`src/rtl/pcpi_link_pkg.sv`:
```
// Shared definitions for the nibble-serial pin link: FSM states and nibble sizing,
// used by both the result transmitter and the instruction-nibble receiver.
package pcpi_link_pkg;

   typedef enum logic [1:0] {
      IDLE,
      ARM,
      PRESENT,
      RELEASE
   } link_state_e;

   localparam int NIB_W_DEF = 4;

   function automatic int num_nibs(input int data_w, input int nib_w);
      return data_w / nib_w;
   endfunction

   // A one-nibble word still needs a 1-bit counter to keep the port legal.
   function automatic int cnt_w(input int n);
      return (n > 1) ? $clog2(n) : 1;
   endfunction

endpackage

```
`src/rtl/link_sync.sv`:
```
// Multi-flop synchronizer for a single asynchronous level from the pins;
// resets to 0 so the link FSMs see an idle host after reset.
module link_sync #(
   parameter int STAGES = 2
) (
   input  logic clk,
   input  logic rst,
   input  logic d,
   output logic q
);

   logic [STAGES-1:0] stages;

   always_ff @(posedge clk) begin
      if (rst) begin
         stages <= '0;
      end else begin
         stages <= {stages[STAGES-2:0], d};
      end
   end

   assign q = stages[STAGES-1];

endmodule

```
`src/rtl/pcpi_result_nibble_tx.sv`:
```
// Captures the PCPI write-back result and shifts it out LSB nibble first over a
// four-phase valid/ack handshake with the off-chip host.
module pcpi_result_nibble_tx
   import pcpi_link_pkg::*;
#(
   parameter int DATA_W      = 32,
   parameter int NIB_W       = NIB_W_DEF,
   parameter int SYNC_STAGES = 2
) (
   input  logic              clk,
   input  logic              rst,
   input  logic              pcpi_ready,
   input  logic              pcpi_wr,
   input  logic [DATA_W-1:0] pcpi_rd,
   input  logic              tx_ack,
   output logic [NIB_W-1:0]  tx_nibble,
   output logic              tx_valid,
   output logic              tx_last,
   output logic              tx_busy,
   output logic              tx_overflow
);

   localparam int NUM_NIBS = num_nibs(DATA_W, NIB_W);
   localparam int CNT_W    = cnt_w(NUM_NIBS);
   localparam logic [CNT_W-1:0] LAST_IDX = CNT_W'(NUM_NIBS - 1);

   link_state_e state, state_next;
   logic [CNT_W-1:0] count, count_next;
   logic [NUM_NIBS-1:0][NIB_W-1:0] data_buf;
   logic ack_s;
   logic result_req;
   logic capture;
   logic load_nib;

   link_sync #(
      .STAGES (SYNC_STAGES)
   ) u_ack_sync (
      .clk (clk),
      .rst (rst),
      .d   (tx_ack),
      .q   (ack_s)
   );

   assign result_req = pcpi_ready && pcpi_wr;
   assign capture    = result_req && (state == IDLE);
   assign tx_busy    = (state != IDLE);

   always_comb begin
      // NOTE: every output of this block gets a default first, so no path leaves
      // a signal unassigned and no latch is inferred.
      state_next = state;
      count_next = count;
      load_nib   = 1'b0;
      unique case (state)
         IDLE: begin
            if (capture) begin
               state_next = ARM;
               count_next = '0;
            end
         end
         ARM: begin
            // Host must be seen idle before the first nibble, even if ack was stuck high.
            if (!ack_s) begin
               state_next = PRESENT;
               load_nib   = 1'b1;
            end
         end
         PRESENT: begin
            if (ack_s) begin
               state_next = RELEASE;
            end
         end
         RELEASE: begin
            if (!ack_s) begin
               if (count == LAST_IDX) begin
                  state_next = IDLE;
               end else begin
                  state_next = PRESENT;
                  count_next = count + 1'b1;
                  load_nib   = 1'b1;
               end
            end
         end
         default: begin
            state_next = IDLE;
         end
      endcase
   end

   // NOTE: sequential state uses non-blocking assignments so every flop samples
   // the pre-edge values, independent of statement order.
   always_ff @(posedge clk) begin
      if (rst) begin
         state       <= IDLE;
         count       <= '0;
         data_buf    <= '0;
         tx_nibble   <= '0;
         tx_valid    <= 1'b0;
         tx_last     <= 1'b0;
         tx_overflow <= 1'b0;
      end else begin
         state    <= state_next;
         count    <= count_next;
         tx_valid <= (state_next == PRESENT);
         if (capture) begin
            data_buf <= pcpi_rd;
         end
         // Nibble and last flag only move on entry to PRESENT, i.e. while tx_valid is low.
         if (load_nib) begin
            tx_nibble <= data_buf[count_next];
            tx_last   <= (count_next == LAST_IDX);
         end
         if (result_req && (state != IDLE)) begin
            tx_overflow <= 1'b1;
         end
      end
   end

endmodule

```
`config.mk`:
```
export PLATFORM = sky130hd
export DESIGN_NAME = pcpi_result_nibble_tx
export DESIGN_NICKNAME = d
export VERILOG_FILES = /design/src/rtl/pcpi_link_pkg.sv /design/src/rtl/link_sync.sv /design/src/rtl/pcpi_result_nibble_tx.sv
export SDC_FILE = /design/constraint.sdc
export NUM_CORES = 1
export LEC_CHECK = 0
export CELL_PAD_IN_SITES_DETAIL_PLACEMENT = 1
export CELL_PAD_IN_SITES_GLOBAL_PLACEMENT = 2
export CORE_UTILIZATION = 28
export DETAILED_ROUTE_END_ITERATION = 10
export PLACE_DENSITY_LB_ADDON = 0.1
export SETUP_SLACK_MARGIN = 0.3
export SLEW_MARGIN = 20
export SYNTH_ARGS = -nofsm -noshare
export SYNTH_HDL_FRONTEND = slang
export SYNTH_SLANG_ARGS = --single-unit
```
`constraint.sdc`:
```
create_clock -name clk -period 2.76 [get_ports clk]
set_clock_uncertainty 0.1 [all_clocks]
set_input_delay 0.414 -clock clk [delete_from_list [all_inputs] [get_ports clk]]
set_output_delay 0.414 -clock clk [all_outputs]
set_load 0.01 [all_outputs]
```
==> qor.txt <==
Lkg Pwr: 1.02 nW
PortBufs: 44
RSZ-0062 raised after global routing: no
Final Cell Area: 2790 um2
Yosys top cell by area: dfxtp_1
Slew Limit Fails: 0
clk sinks: 46
die area: 7730 um2
cell row count: 30
TNS Setup: 0 ns
Final Hold Vio Count: 0
Peak supply drop: 0.179 mV
hold path start: u_ack_sync.stages[0]
EDFF count, synth: 0
Mapped Cells: 264
Die Ht: 87.9 um
Distinct cells, synth: 31
CP Cell Sequence: inv_2 > ha_4 > or3b_1 > mux2_4 > and2_4 > buf_4 > a21o_1 > a211oi_2 > o31ai_1
Root Buffer Master: clkbuf_8
Mapped Avg Cell Area: 7.82 um2
vias in the first global route: 1981
hold crit path type: reg2reg
met2 Use GR: 0.265
Synth top cells by count: nand2_1 (89), dfxtp_1 (46), a21oi_1 (39)
slowest stage delay, CP: 0.39 ns
Antenna diodes: 0
Reg2Reg Launch Point: state[1]
endpoints failing setup: 0
final core occ: 0.402
run status: finished, final reports clean
CTS tree: built
Post-Syn Nets: 306
H-tree Lvls: 2
drt pass-1 iters: 4
worst-margin pin slew: 0.441 ns
grt met3 use: 0.0311
startpoint types: flop
top post-synthesis cells by area: dfxtp_1 (45%), nand2_1 (16%), a21oi_1 (9.4%)
WP data arrival: 2.53 ns
Fmax achieved: 409 MHz
grt total ovfl: 0
io pins: 45
Core ar.: 6940 um2
dpl hpwl: 4140 um
initial core utilization: 0.297
die width: 87.9 um
Num CTS Buffers: 5
Filler Cell Count: 858
global-route wire length before repair: 9510 um
antenna violations before repair: 0
most common cell in the synthesized netlist: nand2_1
R2R setup slack: 0.31 ns
WS Path Type: reg2reg
Synth top area share: 0.446
Worst setup EP type: flop
power per cell area: 528 nW/um2
Layout area overhead: 35.2%
YS warnings: 0
GR Util met1: 0.212
largest net degree at the start of global routing: 43
share of cells above drive strength 1: 0.126
Crit Path Max Fanout: 5
synthesized area: 2070 um2
Primary FF master, synth: dfxtp_1
WP data required: 2.84 ns
cts hold-fix bufs: 0
via/cell ratio: 4.81
Critical Path Start: state[1]
gr busiest metal: met2
total detailed-routing wirelength: 6000 um
Worst slew margin: 0.703
sequential fraction of the synthesis area: 0.446
Placed Instance Area: 2610 um2
largest buffer count on any clock path: 2
routability congestion estimate: 0.766
Yosys reg bits: 46
post-route ant nets: 0
total number of vias: 1991
WL/cell: 14.5 um
DRC violations left: 0
Clock Pin Slew Worst Setup and Hold Paths: 0.08 ns
max_cap viols: 0
Skew-Pair Late Insertion Delay: 0.29 ns
DRT iter0 DRCs: 79
period utilization: 0.886
Async SR Flop Fraction: 0
slowest stage cell on the critical path: or3b_1
Period minus WS final: 2.45 ns
Total GRT Usage: 0.159
Final #Nets: 360
==> critical path, delay by kind of cell, from the launching register on <==
family / cells / cell delay, ns
compound gates: 3 / 0.52
fa+ha+maj: 1 / 0.25
buf+inv: 2 / 0.22
flops: 1 / 0.37
mux: 1 / 0.29
simple gates: 2 / 0.58
==> final cells by class <==
class | instances | area (um2) | share of cell area
multi-input combinational | 197 | 1070 | 0.382
timing repair buffer | 62 | 577 | 0.207
tap | 96 | 120 | 0.0430
inverter | 6 | 22.5 | 0.00806
clock inverter | 2 | 10.0 | 0.00358
sequential | 46 | 928 | 0.332
clock buffer | 5 | 68.8 | 0.0246
==> cell families after synthesis <==
family / count (synthesis) / share of synthesized area
buffers and inverters: 21 / 0.0509
AO/OA/AOI/OAI: 75 / 0.226
adder cells (fa/ha/maj): 5 / 0.0303
flip-flops: 46 / 0.446
AND/OR/NAND/NOR: 111 / 0.217
multiplexers: 6 / 0.0297
==> repair_timing <==
| action | 4_1_cts | 5_1_grt |
|---|---|---|
| endpoints found under the setup margin | 4 | 4 |
| setup buffers | 0 | 8 |
| hold endpoints to repair | 0 | 0 |
| gates cloned | 0 | 1 |
| pin swaps | 0 | 3 |
| gates resized for setup | 3 | 12 |
==> registers in the layout, indices dropped and copies added (netlist names) <==
signal             cells
tx_nibble              4
count                  3
data_buf              32
tx_last                1
tx_valid               1
u_ack_sync.stages      2
state                  2
tx_overflow            1
==> power breakdown <==
group | internal [W] | switching, W
clock | 0.000170 | 0.000220
combinational | 0.000163 | 0.000176
sequential | 0.000713 | 0.0000307
==> per-stage QoR <==
stage	setup slack (ns)	hold slack, ns	instances	power (W)
finish	0.315	0.359	414	0.00147
detailed placement	0.191	0.347	398	0.00106
global placement	0.300	0.321	398	0.00105
floorplan	0.344	0.314	264	0.000922
global route	0.256	0.373	414	0.00156
CTS	0.365	0.363	405	0.00146
==> layout by cell type, fill, tap and decap left out, types with 2 or more instances in the layout <==
cell type,instances
nand2_1,88
a21o_1,4
inv_1,4
a21oi_1,39
clkinv_2,2
clkdlybuf4s50_1,44
nand3_1,3
buf_4,16
a211oi_1,3
dfxtp_1,44
inv_2,2
clkbuf_8,5
a211oi_2,2
nor2_1,8
mux2i_1,5
dfxtp_4,2
ha_1,4
nor2b_1,3
a31oi_1,2
o31ai_1,4
a32o_1,4
o21ai_0,7
nor3_1,3
a31o_2,4
==> metal layers <==
layer	vias up	wire [um]
met3	3	192
met2	35	2920
li1	1009	-
met4	0	17
met1	944	2870
met5	-	0
==> final timing paths <==
path / cells past startpoint / end
worst min register to register: 1 / u_ack_sync.stages[1]
worst max-delay path: 9 / tx_nibble[2]
worst min-delay path: 1 / u_ack_sync.stages[1]
worst max register to register: 9 / tx_nibble[2]
Note: power is estimated with default switching activity, not from simulation.
==> RTL change 1: new RTL, same settings <==
Re-encode `link_state_e` (4 states) as one-hot, 4 bits wide.
--- a/src/rtl/pcpi_link_pkg.sv
+++ b/src/rtl/pcpi_link_pkg.sv
@@ -3,9 +3,9 @@
 package pcpi_link_pkg;
 
-   typedef enum logic [1:0] {
-      IDLE,
-      ARM,
-      PRESENT,
-      RELEASE
+   typedef enum logic [3:0] {
+      IDLE    = 4'b0001,
+      ARM     = 4'b0010,
+      PRESENT = 4'b0100,
+      RELEASE = 4'b1000
    } link_state_e;
 
Function: same outputs for any inputs over 10 cycles, from zero or initial values and one cycle with rst high; not proved beyond that.
==> RTL change 1 against the original RTL <==
  * Critical path type unchanged
  * Worst hold slack lost 0.011 ns
  * Total power shrank 0.98%
  * Cell area grew 7.7%
  * Area after synthesis grew 4.5%
  * Routed wire length shrank 0.53%
  * Sequential cell count grew 2
  * Setup slack lost 0.033 ns
  * Largest power group unchanged
==> RTL change 1: results (changes against the original RTL) <==
| Metric | Value |
|---|---|
| Worst hold path endpoint | `u_ack_sync.stages[1] (unchanged)` |
| First-pass GRT wire length | `10000 µm (was 9510 µm)` |
| Max_slew headroom | `72.1% (was 70.3%)` |
| Vias in the first global route | `2023 (was 1981)` |
| Fillcell total | `868 (was 858)` |
| Initial Utilization | `29.3% (was 29.7%)` |
| DR iter-0 viols | `49 (was 79)` |
| Global route total overflow | `0 (unchanged)` |
| CP max stage cell | `or4_4 (was or3b_1)` |
| Place WS | `0.202 ns (was 0.191 ns)` |
| Post-route cell area | `3010 µm² (was 2790 µm²)` |
| Critical Path Start | `count[0] (was state[1])` |
| Status | `complete, no violations (unchanged)` |
| Share of layout cells above drive strength 1 | `15.5% (was 12.6%)` |
| YS warnings | `0 (unchanged)` |
| Synth Net Count | `304 (was 306)` |
| Post-Place Cell Area | `2720 µm² (was 2610 µm²)` |
| Top flop regs | `data_buf: 32 flops, state: 4 flops, tx_nibble: 4 flops (was data_buf: 32 flops, tx_nibble: 4 flops, count: 3 flops)` |
| Sequential-to-total area share from yosys stat | `44.5% (was 44.6%)` |
| Post-Place Cells | `402 (was 398)` |
| Static leakage | `1.09 nW (was 1.02 nW)` |
| Worst setup margin | `0.281 ns (was 0.315 ns)` |
| Reg clk slew, reported paths | `0.10 ns (was 0.08 ns)` |
| Final WL | `5970 µm (was 6000 µm)` |
| Hold WS | `0.348 ns (was 0.359 ns)` |
| Fin nets | `353 (was 360)` |
| Crit path DAT | `2.58 ns (was 2.53 ns)` |
| CTS buffer count | `5 (unchanged)` |
| Ranking of synthesized cells by instance count | `71 x nand2_1, 48 x dfxtp_1, 40 x a21oi_1 (was 89 x nand2_1, 46 x dfxtp_1, 39 x a21oi_1)` |
| R2R Setup Slk | `0.28 ns (was 0.31 ns)` |
| Post-Synthesis Cells | `266 (was 264)` |
| Hold Crit Depth | `1 (unchanged)` |
| Internal | `1.09 mW (was 1.05 mW)` |
| Cell family with most CP delay | `simple AND/OR/NAND/NOR gates (unchanged)` |
| Largest net degree at the start of global routing | `34 (was 43)` |
| Distinct cells, synth | `36 (was 31)` |
| Router iterations before antenna repair | `4 (unchanged)` |
| Synth area leaders | `dfxtp_1 44%, nand2_1 12%, a21oi_1 9.3% (was dfxtp_1 45%, nand2_1 16%, a21oi_1 9.4%)` |
| Worst Hold Launch | `u_ack_sync.stages[0] (unchanged)` |
| Placer congestion estimate | `0.742 (was 0.766)` |
| PortBufs | `44 (unchanged)` |
| Antenna violations before repair | `0 (unchanged)` |
| Crit Path Max Fanout | `8 (was 5)` |
| Slowest stage delay, CP | `0.54 ns (was 0.39 ns)` |
| Worst R2R Path Depth | `8 (was 9)` |
| Fin cells | `415 (was 414)` |
| GRT Overall Usage | `15.4% (was 15.9%)` |
| Post-DP HPWL | `4090 µm (was 4140 µm)` |
| Number of diodes | `0 (unchanged)` |
| Critical path startpoint category | `flop (unchanged)` |
| DR vias/cell | `4.85 (was 4.81)` |
| Maximum vdd drop | `259 µV (was 179 µV)` |
-- RTL change 1: repair_timing --
item	4_1_cts	5_1_grt
endpoints found under the setup margin	4	4
buffers inserted	3	1
gates cloned	1	0
gates resized for setup	6	18
hold buffers	0	0
pin swaps	2	3
-- RTL change 1: layout make-up --
type                            instances  share of cell area [%]
Multi-Input combinational cell        194                    39.3
Inverter                                5                   0.624
Timing Repair Buffer                   61                    20.1
Clock buffer                            5                    2.29
Clock inverter                          3                    1.54
Tap cell                               99                    4.12
Sequential cell                        48                    32.0
-- RTL change 1: kinds of logic (layout without fill, tap and decap cells) --
| logic type | after synthesis | after routing | synth area share [%] |
|---|---|---|---|
| DFF | 48 | 48 | 44.5 |
| buffers and inverters | 24 | 74 | 5.79 |
| xor gates and xnor gates | 1 | 1 | 0.406 |
| AOI/OAI and AO/OA | 73 | 73 | 20.7 |
| muxes | 11 | 11 | 5.16 |
| and+or+nand+nor | 108 | 108 | 22.8 |
| adders and majority gates | 1 | 1 | 0.579 |
-- RTL change 1: power by group through the flow --
stage / Combinational (mW) / Clock (mW) / Sequential, mW
after global placement: 0.178 / 0 / 0.759
after floorplan: 0.0956 / 0 / 0.752
after detailed placement: 0.180 / 0 / 0.758
after global routing: 0.208 / 0.572 / 0.749
final: 0.185 / 0.529 / 0.745
after CTS: 0.184 / 0.543 / 0.743
-- RTL change 1: layer usage --
layer	up-vias	global-route usage, %	share of wire [%]
met1	956	19.6	50
met3	8	3.81	3.4
met5	-	0	0
met2	36	26.2	45
li1	1011	-	-
met4	0	3.69	1.3
==> RTL change 2: new RTL, config.mk and constraints unchanged <==
Made on the original files. Set the parameter `SYNC_STAGES` to 4 (it was 2).
--- a/src/rtl/pcpi_result_nibble_tx.sv
+++ b/src/rtl/pcpi_result_nibble_tx.sv
@@ -6,5 +6,5 @@
    parameter int DATA_W      = 32,
    parameter int NIB_W       = NIB_W_DEF,
-   parameter int SYNC_STAGES = 2
+   parameter int SYNC_STAGES = 4
 ) (
    input  logic              clk,
Check against the original RTL: not equivalent (Yosys sat finds a counterexample within 4 cycles, from zero or initial values and one cycle with rst high).
==> RTL change 2 against the original RTL <==
  * Synthesized cell count fell by 1.9%
  * Sequential cell count rose by 2
  * Final cell count fell by 1.9%
  * Setup slack improved by 0.14 ns
  * Total power rose by 3.0%
  * Area after synthesis rose by 3.8%
  * Cell area rose by 1.7%
  * Routed wire length fell by 5.1%
  * Critical path depth fell by 1
==> RTL change 2: results (changes against the original RTL) <==
| Metric | Value |
|---|---|
| Clock Tree Buf Depth | `2 (unchanged)` |
| Ys flop type | `dfxtp_1 (unchanged)` |
| H-tree depth | `2 (unchanged)` |
| Switching power | `0.418 mW (was 0.427 mW)` |
| Ranking of synthesized cells by instance count | `73 x nand2_1, 48 x dfxtp_1, 37 x a21oi_1 (was 89 x nand2_1, 46 x dfxtp_1, 39 x a21oi_1)` |
| Status | `complete, no violations (unchanged)` |
| Hold Crit Depth | `1 (unchanged)` |
| Post-Synthesis Cells | `259 (was 264)` |
| Maximum vdd drop | `157 µV (was 179 µV)` |
| CTS root buffer | `clkbuf_8 (unchanged)` |
| GRT Overall Usage | `15.2% (was 15.9%)` |
| Distinct cells, synth | `32 (was 31)` |
| Post-Place Cells | `392 (was 398)` |
| Slew @ Worst Pin | `0.525 ns (was 0.441 ns)` |
| Number of diodes | `0 (unchanged)` |
| Share of layout cells above drive strength 1 | `10.4% (was 12.6%)` |
| Post-route cell area | `2840 µm² (was 2790 µm²)` |
| Crit path DAT | `2.42 ns (was 2.53 ns)` |
| YS warnings | `0 (unchanged)` |
| Largest net degree at the start of global routing | `45 (was 43)` |
| Final WL | `5700 µm (was 6000 µm)` |
| Router iterations before antenna repair | `4 (unchanged)` |
| CP max stage cell | `dfxtp_1 (was or3b_1)` |
| Static leakage | `1.06 nW (was 1.02 nW)` |
| First-pass GRT wire length | `9160 µm (was 9510 µm)` |
| Reg clk slew, reported paths | `0.08 ns (about the same)` |
| Worst R2R Path Depth | `8 (was 9)` |
| Sequential-to-total area share from yosys stat | `44.8% (was 44.6%)` |
| Post-DP HPWL | `4130 µm (was 4140 µm)` |
| Fillcell total | `863 (was 858)` |
| Clock Latency Late Sink | `0.29 ns (about the same)` |
| Fin cells | `406 (was 414)` |
| Cell family with most CP delay | `compound AO/OA/AOI/OAI gates (was simple AND/OR/NAND/NOR gates)` |
| DR iter-0 viols | `46 (was 79)` |
| Slowest stage delay, CP | `0.37 ns (was 0.39 ns)` |
| Fin nets | `348 (was 360)` |
| DR vias | `1897 (was 1991)` |
| Synth area leaders | `dfxtp_1 45%, nand2_1 13%, a21oi_1 8.6% (was dfxtp_1 45%, nand2_1 16%, a21oi_1 9.4%)` |
| Crit Path Max Fanout | `4 (was 5)` |
| Crit path buf inv count | `1 (was 2)` |
| Antenna violations before repair | `0 (unchanged)` |
| PortBufs | `44 (unchanged)` |
| HP Class | `flop to flop (unchanged)` |
| Vias in the first global route | `1802 (was 1981)` |
| CTS buffer count | `5 (unchanged)` |
| Placer congestion estimate | `0.748 (was 0.766)` |
| Post-synthesis async set-or-reset flop share | `0% (unchanged)` |
| Post-Place Cell Area | `2670 µm² (was 2610 µm²)` |
| Top flop regs | `data_buf: 32 flops, tx_nibble: 4 flops, u_ack_sync.stages: 4 flops (was data_buf: 32 flops, tx_nibble: 4 flops, count: 3 flops)` |
| Synth Net Count | `301 (was 306)` |
## RTL change 2: routing by layer
layer	share of wire, %	vias to the layer above	global-route usage [%]
met5	0	-	0
met4	0.83	0	3.46
met3	2.3	5	3.05
met1	50	894	20.6
li1	-	970	-
met2	47	28	24.9
## RTL change 2: layout make-up
cell class                      instances  area [µm²]  area share (%)
Timing Repair Buffer                   54         541            19.0
Multi-Input combinational cell        192        1100            38.8
Clock buffer                            8        90.1            3.17
Tap cell                               99         124            4.36
Sequential cell                        48         963            33.9
Inverter                                5        18.8           0.661
## RTL change 2: kinds of logic after synthesis
kind of cell	after synthesis	share of synthesized area, %
buffers and inverters	19	4.20
adder cells (fa/ha/maj)	5	2.92
flip-flops	48	44.8
multiplexers	18	9.40
AO/OA/AOI/OAI	68	19.1
AND/OR/NAND/NOR	101	19.5
## RTL change 2: timing repair
item | in CTS | in global routing
setup endpoints to repair | 2 | 4
setup buffers | 3 | 3
hold buffers | 0 | 0
resized for setup | 0 | 4
pin swaps | 1 | 2
## RTL change 2: path summary, 6_finish.rpt
check	slack [ns]	from	to
worst max-delay path	0.45	count[0]	tx_nibble[3]
worst min-delay path	0.34	u_ack_sync.stages[1]	u_ack_sync.stages[2]
worst min register to register	0.34	u_ack_sync.stages[1]	u_ack_sync.stages[2]
worst max register to register	0.45	count[0]	tx_nibble[3]
## RTL change 2: worst register-to-register path: stages, from the launching register on
cell and delay, ns:
dfxtp_1 0.37, ha_1 0.30, a21oi_4 0.19, mux2_2 0.37, a21boi_1 0.25, o32a_1 0.26
buf_4 0.14, o22ai_1 0.08, o31ai_1 0.18
## RTL change 2: stage by stage
stage               setup slack (ns)  util, %
floorplan                      0.623        -
global placement               0.227     36.4
detailed placement             0.185     36.4
CTS                            0.341     38.1
global route                   0.297     38.7
finish                         0.452     38.7
## RTL change 2: power groups by stage
stage | combinational (mW) | clock [mW] | sequential, mW
floorplan | 0.185 | 0 | 0.774
global placement | 0.314 | 0 | 0.782
detailed placement | 0.315 | 0 | 0.782
CTS | 0.323 | 0.447 | 0.766
global route | 0.365 | 0.480 | 0.773
finish | 0.325 | 0.427 | 0.766
